[config.mk]
export PLATFORM = sky130hd
export DESIGN_NAME = bar_collision_scorer
export DESIGN_NICKNAME = d
export VERILOG_FILES = /design/src/rtl/flappy_pkg.sv /design/src/rtl/bar_hit_check.sv /design/src/rtl/bar_collision_scorer.sv
export SDC_FILE = /design/constraint.sdc
export NUM_CORES = 1
export LEC_CHECK = 0
export ABC_AREA = 1
export BUFFER_PORTS_ARGS = -buffer_cell sky130_fd_sc_hd__buf_4
export CAP_MARGIN = 25
export CORE_MARGIN = 2
export CORE_UTILIZATION = 56
export CTS_CLUSTER_DIAMETER = 150
export DETAILED_ROUTE_END_ITERATION = 10
export GPL_TIMING_DRIVEN = 1
export PLACE_DENSITY = 0.83
export SETUP_SLACK_MARGIN = 0.15
export SYNTH_ARGS = -nofsm -noshare
export SYNTH_HDL_FRONTEND = slang
export SYNTH_SLANG_ARGS = --single-unit
export TNS_END_PERCENT = 5
[constraint.sdc]
create_clock -name clk_25MHz -period 2.95 [get_ports clk_25MHz]
set_input_delay 0.7375 -clock clk_25MHz [delete_from_list [all_inputs] [get_ports clk_25MHz]]
set_output_delay 0.7375 -clock clk_25MHz [all_outputs]
set_load 0.05 [all_outputs]
[src/rtl/flappy_pkg.sv]
// Shared screen geometry, default bird/bar dimensions and the game state type
// for the bar collision scorer.
package flappy_pkg;

    localparam int SCREEN_W = 640;
    localparam int SCREEN_H = 480;

    localparam int DEF_BIRD_X    = 200;
    localparam int DEF_BIRD_SIZE = 16;
    localparam int DEF_BAR_WIDTH = 40;
    localparam int DEF_GAP_HALF  = 60;
    localparam int DEF_SCORE_MAX = 999;

    typedef enum logic [1:0] {
        ST_IDLE = 2'd0,
        ST_PLAY = 2'd1,
        ST_OVER = 2'd2
    } game_state_t;

endpackage

[src/rtl/bar_hit_check.sv]
// Combinational geometry test of one bar against the bird.
// It reports horizontal overlap, vertical gap clearance, and whether the bar is fully left of the bird.
module bar_hit_check #(
    parameter int BIRD_X    = 200,
    parameter int BIRD_SIZE = 16,
    parameter int BAR_WIDTH = 40,
    parameter int GAP_HALF  = 60
) (
    input  logic [9:0] i_x_bar,
    input  logic [8:0] i_y_gap,
    input  logic [9:0] i_bird_y,
    output logic       o_overlap,
    output logic       o_clear,
    output logic       o_beyond
);

    logic [10:0] w_x;
    logic [10:0] w_x_end;
    logic [10:0] w_gap;
    logic [10:0] w_y;

    // 11-bit operands keep the +offset sums from wrapping.
    assign w_x     = {1'b0, i_x_bar};
    assign w_x_end = w_x + 11'(BAR_WIDTH);
    assign w_gap   = {2'b00, i_y_gap};
    assign w_y     = {1'b0, i_bird_y};

    assign o_overlap = (w_x < 11'(BIRD_X + BIRD_SIZE)) && (w_x_end > 11'(BIRD_X));
    assign o_clear   = ((w_y + 11'(GAP_HALF)) >= w_gap) &&
                       ((w_y + 11'(BIRD_SIZE)) <= (w_gap + 11'(GAP_HALF)));
    assign o_beyond  = w_x_end < 11'(BIRD_X);

endmodule

[src/rtl/bar_collision_scorer.sv]
// Game control for a flappy-style game: detects bird/bar and ground collisions,
// counts passed bars with saturation and keeps the best score of the current reset epoch.
module bar_collision_scorer
    import flappy_pkg::*;
#(
    parameter int NUM_BARS  = 2,
    parameter int BIRD_X    = DEF_BIRD_X,
    parameter int BIRD_SIZE = DEF_BIRD_SIZE,
    parameter int BAR_WIDTH = DEF_BAR_WIDTH,
    parameter int GAP_HALF  = DEF_GAP_HALF,
    parameter int SCORE_MAX = DEF_SCORE_MAX
) (
    input  logic                     clk_25MHz,
    input  logic                     reset,
    input  logic                     game_start,
    input  logic [NUM_BARS*10-1:0]   x_bar,
    input  logic [NUM_BARS*9-1:0]    y_gap,
    input  logic [NUM_BARS-1:0]      wraps,
    input  logic [9:0]               bird_y,
    output logic                     lose,
    output logic [9:0]               score,
    output logic [9:0]               high_score,
    output logic [1:0]               state
);

    game_state_t         r_state;
    game_state_t         w_state_nxt;
    logic                r_lose;
    logic [9:0]          r_score;
    logic [9:0]          r_high;
    logic [NUM_BARS-1:0] r_passed;
    logic [NUM_BARS-1:0] w_passed_nxt;
    logic [NUM_BARS-1:0] w_overlap;
    logic [NUM_BARS-1:0] w_clear;
    logic [NUM_BARS-1:0] w_beyond;
    logic [10:0]         w_inc;
    logic                w_ground;
    logic                w_hit;
    logic                w_active;
    logic                w_enter_over;

    function automatic logic [9:0] sat_add(input logic [9:0] a, input logic [10:0] inc);
        logic [11:0] sum;
        sum = {2'b00, a} + {1'b0, inc};
        if (sum > 12'(SCORE_MAX))
            return 10'(SCORE_MAX);
        return sum[9:0];
    endfunction

    for (genvar g = 0; g < NUM_BARS; g++) begin : g_bar
        bar_hit_check #(
            .BIRD_X    (BIRD_X),
            .BIRD_SIZE (BIRD_SIZE),
            .BAR_WIDTH (BAR_WIDTH),
            .GAP_HALF  (GAP_HALF)
        ) u_chk (
            .i_x_bar   (x_bar[g*10 +: 10]),
            .i_y_gap   (y_gap[g*9 +: 9]),
            .i_bird_y  (bird_y),
            .o_overlap (w_overlap[g]),
            .o_clear   (w_clear[g]),
            .o_beyond  (w_beyond[g])
        );
    end

    assign w_ground = (({1'b0, bird_y} + 11'(BIRD_SIZE)) >= 11'(SCREEN_H));
    assign w_active = (r_state == ST_PLAY) && game_start;

    always_comb begin
        w_hit = w_ground;
        for (int i = 0; i < NUM_BARS; i++) begin
            if (w_overlap[i] && !w_clear[i])
                w_hit = 1'b1;
        end
    end

    always_comb begin
        w_state_nxt  = r_state;
        w_enter_over = 1'b0;
        case (r_state)
            ST_IDLE: if (game_start) w_state_nxt = ST_PLAY;
            ST_PLAY: begin
                if (game_start && w_hit) begin
                    w_state_nxt  = ST_OVER;
                    w_enter_over = 1'b1;
                end
            end
            ST_OVER: w_state_nxt = ST_OVER;
            default: w_state_nxt = ST_IDLE;
        endcase
    end

    // A hit freezes scoring for that cycle; a wrap beats a pass on the same bar.
    always_comb begin
        w_passed_nxt = r_passed;
        w_inc        = '0;
        if (w_active && !w_hit) begin
            for (int i = 0; i < NUM_BARS; i++) begin
                if (wraps[i]) begin
                    w_passed_nxt[i] = 1'b0;
                end else if (w_beyond[i] && !r_passed[i]) begin
                    w_passed_nxt[i] = 1'b1;
                    w_inc           = w_inc + 11'd1;
                end
            end
        end
    end

    always_ff @(posedge clk_25MHz or posedge reset) begin
        if (reset)
            r_state <= ST_IDLE;
        else
            r_state <= w_state_nxt;
    end

    always_ff @(posedge clk_25MHz or posedge reset) begin
        if (reset) begin
            r_lose   <= 1'b0;
            r_score  <= '0;
            r_high   <= '0;
            r_passed <= '0;
        end else begin
            r_passed <= w_passed_nxt;
            r_score  <= sat_add(r_score, w_inc);
            if (w_enter_over) begin
                r_lose <= 1'b1;
                if (r_score > r_high)
                    r_high <= r_score;
            end
        end
    end

    assign lose       = r_lose;
    assign score      = r_score;
    assign high_score = r_high;
    assign state      = r_state;

endmodule

Word level (Yosys, flattened, before mapping)
Index checks and enable logic that the tools add are counted.
{"block": "totals", "reg_bits": 25, "out_inout_bits": 23, "elab_cells": 74}
{"block": "classes", "n_addsub": 8, "magnitude_cmp": 13, "n_eq_ne": 4, "muxes": 20, "n_reduce_logical": 23}
{"operator": "$mux W11", "n": 4}
{"operator": "$add A10 B6 Y11 const B", "n": 3}
{"operator": "$ge A11 B9 Y1", "n": 2}
{"operator": "$gt A11 B8 Y1 const B", "n": 2}
{"operator": "$le A11 B11 Y1", "n": 2}
{"operator": "$lt A11 B8 Y1 const B", "n": 2}
{"operator": "$add A9 B6 Y10 const B", "n": 2}
{"operator": "$lt A10 B8 Y1 const B", "n": 2}
{"operator": "$mux W10", "n": 2}
{"operator": "$add A10 B11 Y12", "n": 1}
{"operator": "$gt A12 B10 Y1 const B", "n": 1}
{"operator": "$add A10 B5 Y11 const B", "n": 1}
{"operator": "$add A11 B1 Y11 const B", "n": 1}
{"operator": "$ge A11 B9 Y1 const B", "n": 1}
{"operator": "$logic_and A1 B1 Y1", "n": 11}
{"operator": "$mux W1", "n": 11}
{"operator": "$gt A10 B10 Y1", "n": 1}
{"operator": "$reduce_and A2 Y1", "n": 4}
{"operator": "$pmux W2 S3", "n": 1}
{"operator": "$logic_not A1 Y1", "n": 5}
{"operator": "$mux W2", "n": 2}
{"operator": "$reduce_bool A2 Y1", "n": 2}
{"operator": "$eq A2 B1 Y1 const B", "n": 1}
{"operator": "$eq A2 B2 Y1 const B", "n": 1}
{"operator": "other kinds (3)", "n": 3}

Longest topological paths before layout
{"block": "logic_depth", "word_depth": 18, "mapped_depth": 31, "ltp_nobuf": 31}

By module
From an unflattened synthesis, not the netlist that was laid out.
{"block": "unflattened", "cells_unflattened": 565, "area_unflattened_um2": 3703.6}
{"module": "bar_collision_scorer", "n_inst": 1, "cells_per_inst": 245, "area_each_um2": 1838.0, "seq_area_each_um2": 625.6}
{"module": "bar_hit_check (g_bar[0].u_chk)", "n_inst": 1, "cells_per_inst": 164, "area_each_um2": 944.7, "seq_area_each_um2": 0.0}
{"module": "bar_hit_check (g_bar[1].u_chk)", "n_inst": 1, "cells_per_inst": 156, "area_each_um2": 920.9, "seq_area_each_um2": 0.0}

Least setup slack after synthesis
OpenSTA, ideal clock, no wires.
{"block": "synth_path", "kind": "input to register", "startpoint": "input bird_y[2]", "endpoint": "register r_score[4], in the netlist score[4]", "setup_ns": 0.123, "arrival_ns": 4.192, "required_time_ns": 2.827, "setup_slack_ns": -1.366, "cell_stages": 30, "path_buffers": 0, "path_cell_list": "inv_1 -> ha_1 -> o21ai_0 -> xor2_1 -> ha_1 -> nand2_1 -> inv_1 -> a21oi_1 -> nand2_1 -> nand2_1 -> nand2_1 -> nand2_1 -> nand2_1 -> nand2_2 -> nand2_4 -> inv_2 -> nor2_4 -> nand2_2 -> nor3_2 -> ha_1 -> fa_1 -> nand3_1 -> nor3_1 -> and2_1 -> nor2_1 -> nand3_1 -> nor3_2 -> nand2_2 -> nand2_1 -> nor2_1"}
{"block": "synth_via", "elab_chain_len": 14, "elab_cells_between_ends": 22, "classes_between": "add/sub (3); order compare (6); mux (5); reduce/logical (8)"}
{"element": "start, declared", "line_no": "bar_collision_scorer.sv:19", "text": "input logic [9:0] bird_y,"}
{"element": "$add A10 B6 Y11 / $add A10 B5 Y11 (equally long branches)", "line_no": "bar_hit_check.sv:29, bar_hit_check.sv:30, bar_collision_scorer.sv:66"}
{"element": "$ge A11 B9 Y1 / $le A11 B11 Y1 (equally long branches)", "line_no": "bar_hit_check.sv:29, bar_hit_check.sv:30"}
{"element": "$logic_and A1 B1 Y1", "line_no": "bar_hit_check.sv:29", "text": "assign o_clear = ((w_y + 11'(GAP_HALF)) >= w_gap) &&"}
{"element": "$logic_not A1 Y1", "line_no": "bar_collision_scorer.sv:72", "text": "if (w_overlap[i] && !w_clear[i])"}
{"element": "$logic_and A1 B1 Y1", "line_no": "bar_collision_scorer.sv:72"}
{"element": "$mux W1", "line_no": "bar_collision_scorer.sv:72"}
{"element": "$mux W1 *", "line_no": "bar_collision_scorer.sv:72"}
{"element": "$logic_not A1 Y1 *", "line_no": "bar_collision_scorer.sv:97", "text": "if (w_active && !w_hit) begin"}
{"element": "$logic_and A1 B1 Y1 *", "line_no": "bar_collision_scorer.sv:97"}
{"element": "$mux W11 *", "line_no": "bar_collision_scorer.sv:97"}
{"element": "$add A10 B11 Y12 *", "line_no": "bar_collision_scorer.sv:44", "text": "sum = {2'b00, a} + {1'b0, inc};"}
{"element": "$gt A12 B10 Y1", "line_no": "bar_collision_scorer.sv:45", "text": "if (sum > 12'(SCORE_MAX))"}
{"element": "$mux W1", "line_no": "bar_collision_scorer.sv:45"}
{"element": "$mux W10 *", "line_no": "bar_collision_scorer.sv:47", "text": "return sum[9:0];"}
{"element": "end signal, assigned", "line_no": "bar_collision_scorer.sv:124", "text": "r_score <= sat_add(r_score, w_inc);"}
{"element": "end, declared", "line_no": "bar_collision_scorer.sv:29", "text": "logic [9:0] r_score;"}
Mark *: on every way between the ends. The rest lies on a longest branch, timed or not.
A chain may end at the register's enable or synchronous reset.

Final worst setup path
{"block": "layout_path", "startpoint": "input bird_y[4]", "endpoint": "register r_score[8], in the netlist score[8]"}
Same word-level chain as after synthesis.

==> results_dict.tcl <==
set metrics [dict create \
    grt_overflow 0 \
    muxShareOfSynthArea_pct 0 \
    grt_pass1_vias 4161 \
    maxCapViolCount 0 \
    min_path_type "in -> async" \
    synth-edff-count 0 \
    arrival_ps 4670 \
    die_y_um 80.5 \
    synth_compound_area_share_pct 7.06 \
    synthSimpleGateAreaFrac_pct 34.0 \
    r2r_cells 17 \
    ys.warnings.count 0 \
    cts.sinks 25 \
    reg2reg_from "r_passed[0]$_DFFE_PP0P_" \
    clock_skew_ps 9.34 \
    grt_max_degree 26 \
    remaining_drc_errors 0 \
    final_max_slew_viol_count 0 \
    ys.flop_type "dfrtp_1" \
    ant_nets 0 \
    cts_root_buffer "clkbuf_8" \
    synth_fa_ha_area_share_pct 23.1 \
    synth_area_mm2 0.00328 \
    via_per_inst 5.98 \
    holdWs_ps 389 \
    io_buffers 75 \
    netlist_top_cells_count "nand2_1 (106), inv_1 (72), ha_1 (59)" \
    tritoncts "yes" \
    power_mw 1.99 \
    synth_top_family_by_area "simple AND/OR/NAND/NOR gates" \
    syn_inst 464 \
    gp_congestion 0.946 \
    htreeDepth 1 \
    coreArea_mm2 0.00557 \
    clk_path_buf_depth 2 \
    hold_violations 0 \
    maxSlewHeadroom_pct 68.3 \
    dieArea_mm2 0.00648 \
    yosysUniqueCellTypes 35 \
    grt_usage_pct 36.7 \
    power.density_mw_per_mm2 397 \
    synth_top_area_cell "ha_1" \
    syn_to_final_growth_pct 52.5 \
    r2r_setup_slack_ps -220 \
    synth_seq_cells 25 \
    drive_gt1_share_pct 37.9 \
    cts_hold_buf 0 \
    syn_area_per_cell_um2 7.07 \
    tightest_slew_ps 475 \
    numCtsBuffers 3 \
    synth_most_common_cell "nand2_1" \
    cp_max_fo 5 \
    clk_pin_slew_worst_paths_ps 100 \
    cp.required_ps 3160 \
    grt_pass1_wl_um 18300 \
    synth_fp_nets 577 \
    hpwl_um 7970 \
    drt_wl_total_um 13100 \
    initialDrtViolationCount 253 \
    r2r-end "score[8]$_DFF_PP0_" \
    finalCritPeriodShare_pct 151 \
    setup_viol 20 \
    core.rowCount 27 \
    critPathLaunchType "input port" \
    drtPass1Iterations 5 \
    antenna-diode-count 0 \
    setup_ws_ps -1500 \
    antenna_found_initial 0 \
    vdd_drop_max_uv 477 \
    fin_util_pct 89.7 \
    timing.fmax_mhz 225 \
    synthXorXnorAreaFrac_pct 6.94 \
    io_pins 76 \
    fin_nets 731 \
    die_width_um 80.5 \
    yosys-top-cells-area "ha_1 (23%), dfrtp_1 (19%), nand2_1 (12%), inv_1 (8.2%), nand3_1 (5.3%)" \
    leakage_nw 2.72 \
    yosysTopAreaCellShare_pct 22.5 \
    status "finished with violations" \
    yosysSeqAreaShare_pct 19.1 \
    insertion_delay_ps 290 \
    initial_utilization_pct 58.8 \
    async_flop_share_pct 100 \
    path_class "in -> reg" \
    routedWlPerCell_um 19.0 \
    vias 4117 \
    violations "negative setup slack" \
    cp-end-kind "flop" \
    period_needed_ps 4450 \
    rsz0062_at_grt "yes" \
]
-- cells by family after synthesis --
kind of cell | count (synthesis)
AO/OA/AOI/OAI | 40
XOR/XNOR | 26
adder cells (fa/ha/maj) | 60
buffers and inverters | 80
flip-flops | 25
AND/OR/NAND/NOR | 233
-- how the worst max path moves through the flow --
stage / startpoint / end
floorplan: bird_y[2] / score[4]$_DFF_PP0_
global placement: bird_y[4] / score[4]$_DFF_PP0_
detailed placement: bird_y[4] / score[4]$_DFF_PP0_
CTS: y_gap[2] / score[1]$_DFF_PP0_
global route: bird_y[4] / score[1]$_DFF_PP0_
finish: bird_y[4] / score[8]$_DFF_PP0_
-- placed cells by master (no fill, tap or decap), types with 2 or more instances in the layout --
cell type,netlist,routed
nand2_2,7,10
o21ai_0,7,6
buf_4,1,145
o21a_1,2,2
clkbuf_8,0,3
ha_4,0,7
nand3_2,0,5
nor2_2,0,5
nand3_1,35,26
inv_2,2,6
ha_2,0,2
nand3_4,2,6
buf_6,2,4
inv_12,0,2
xor2_2,0,8
xor2_1,19,11
o21bai_1,2,2
nor3_4,0,2
nor2_4,2,4
a21o_1,6,6
xnor2_1,7,6
dfrtp_1,25,25
nor2_1,41,34
nand3b_1,3,3
nor3_1,3,2
clkinvlp_4,0,2
buf_12,0,3
inv_4,0,2
ha_1,59,50
a21oi_2,0,2
nand4_1,24,24
clkinv_8,0,2
nand2_4,3,5
nand2_1,106,101
inv_1,72,61
a21oi_1,20,18
-- report_power, final --
group	switching, mW	internal (mW)
combinational	0.784	0.477
clock	0.129	0.0963
sequential	0.0890	0.409
total	1.00	0.983
-- metrics by stage --
| step | cells | area (µm²) | setup TNS (ps) | setup slack [ps] |
|---|---|---|---|---|
| after floorplan | 464 | 3410 | -9530 | -1040 |
| after global placement | 668 | 4480 | -12650 | -1230 |
| after detailed placement | 668 | 4480 | -15960 | -1480 |
| after CTS | 684 | 4820 | -9650 | -984 |
| after global routing | 689 | 5000 | -18770 | -1730 |
| final | 689 | 5000 | -14900 | -1500 |
-- repair_timing --
item	in CTS	in global routing
setup buffers	12	4
hold endpoints to repair	0	0
pin swaps	37	28
endpoints found under the setup margin	20	25
resized for setup	42	29
-- critical path, cell delays in order --
cell,delay [ps]
buf_12,120
buf_4,150
nor2_2,100
nand2_2,110
o21ai_0,250
xnor2_1,180
ha_1,330
nand4_1,120
nand2_1,120
nand2_1,80
nand2_1,70
nand2_2,70
nand2_4,70
inv_2,40
nor2_4,110
nand2_4,90
nor3_4,210
ha_2,240
fa_2,270
nand3_4,110
buf_6,160
xor2_2,160
nand2_1,140
nand3_2,100
nor3_2,140
nand2_2,120
buf_6,160
nand3_1,90
-- layer usage --
metal	global-route usage, %	up-vias	wire, µm
met5	0	-	0
met4	27.6	0	994
met3	5.84	98	977
met2	66.8	279	6570
met1	37.3	1918	4540
li1	-	1822	-
-- state kept, by name (all words and copies together) (netlist names) --
register / cells
high_score: 10
score: 10
r_passed: 2
state: 2
lose: 1
-- layout make-up --
cell class                 instances  area (µm²)
clock buffer                       3        41.3
timing repair buffer             154        1240
tap                               72        90.1
inverter                          75         340
clock inverter                     1        7.51
multi-input combinational        359        2660
fill                             264         574
sequential                        25         626
(Power assumes the default switching activity.)
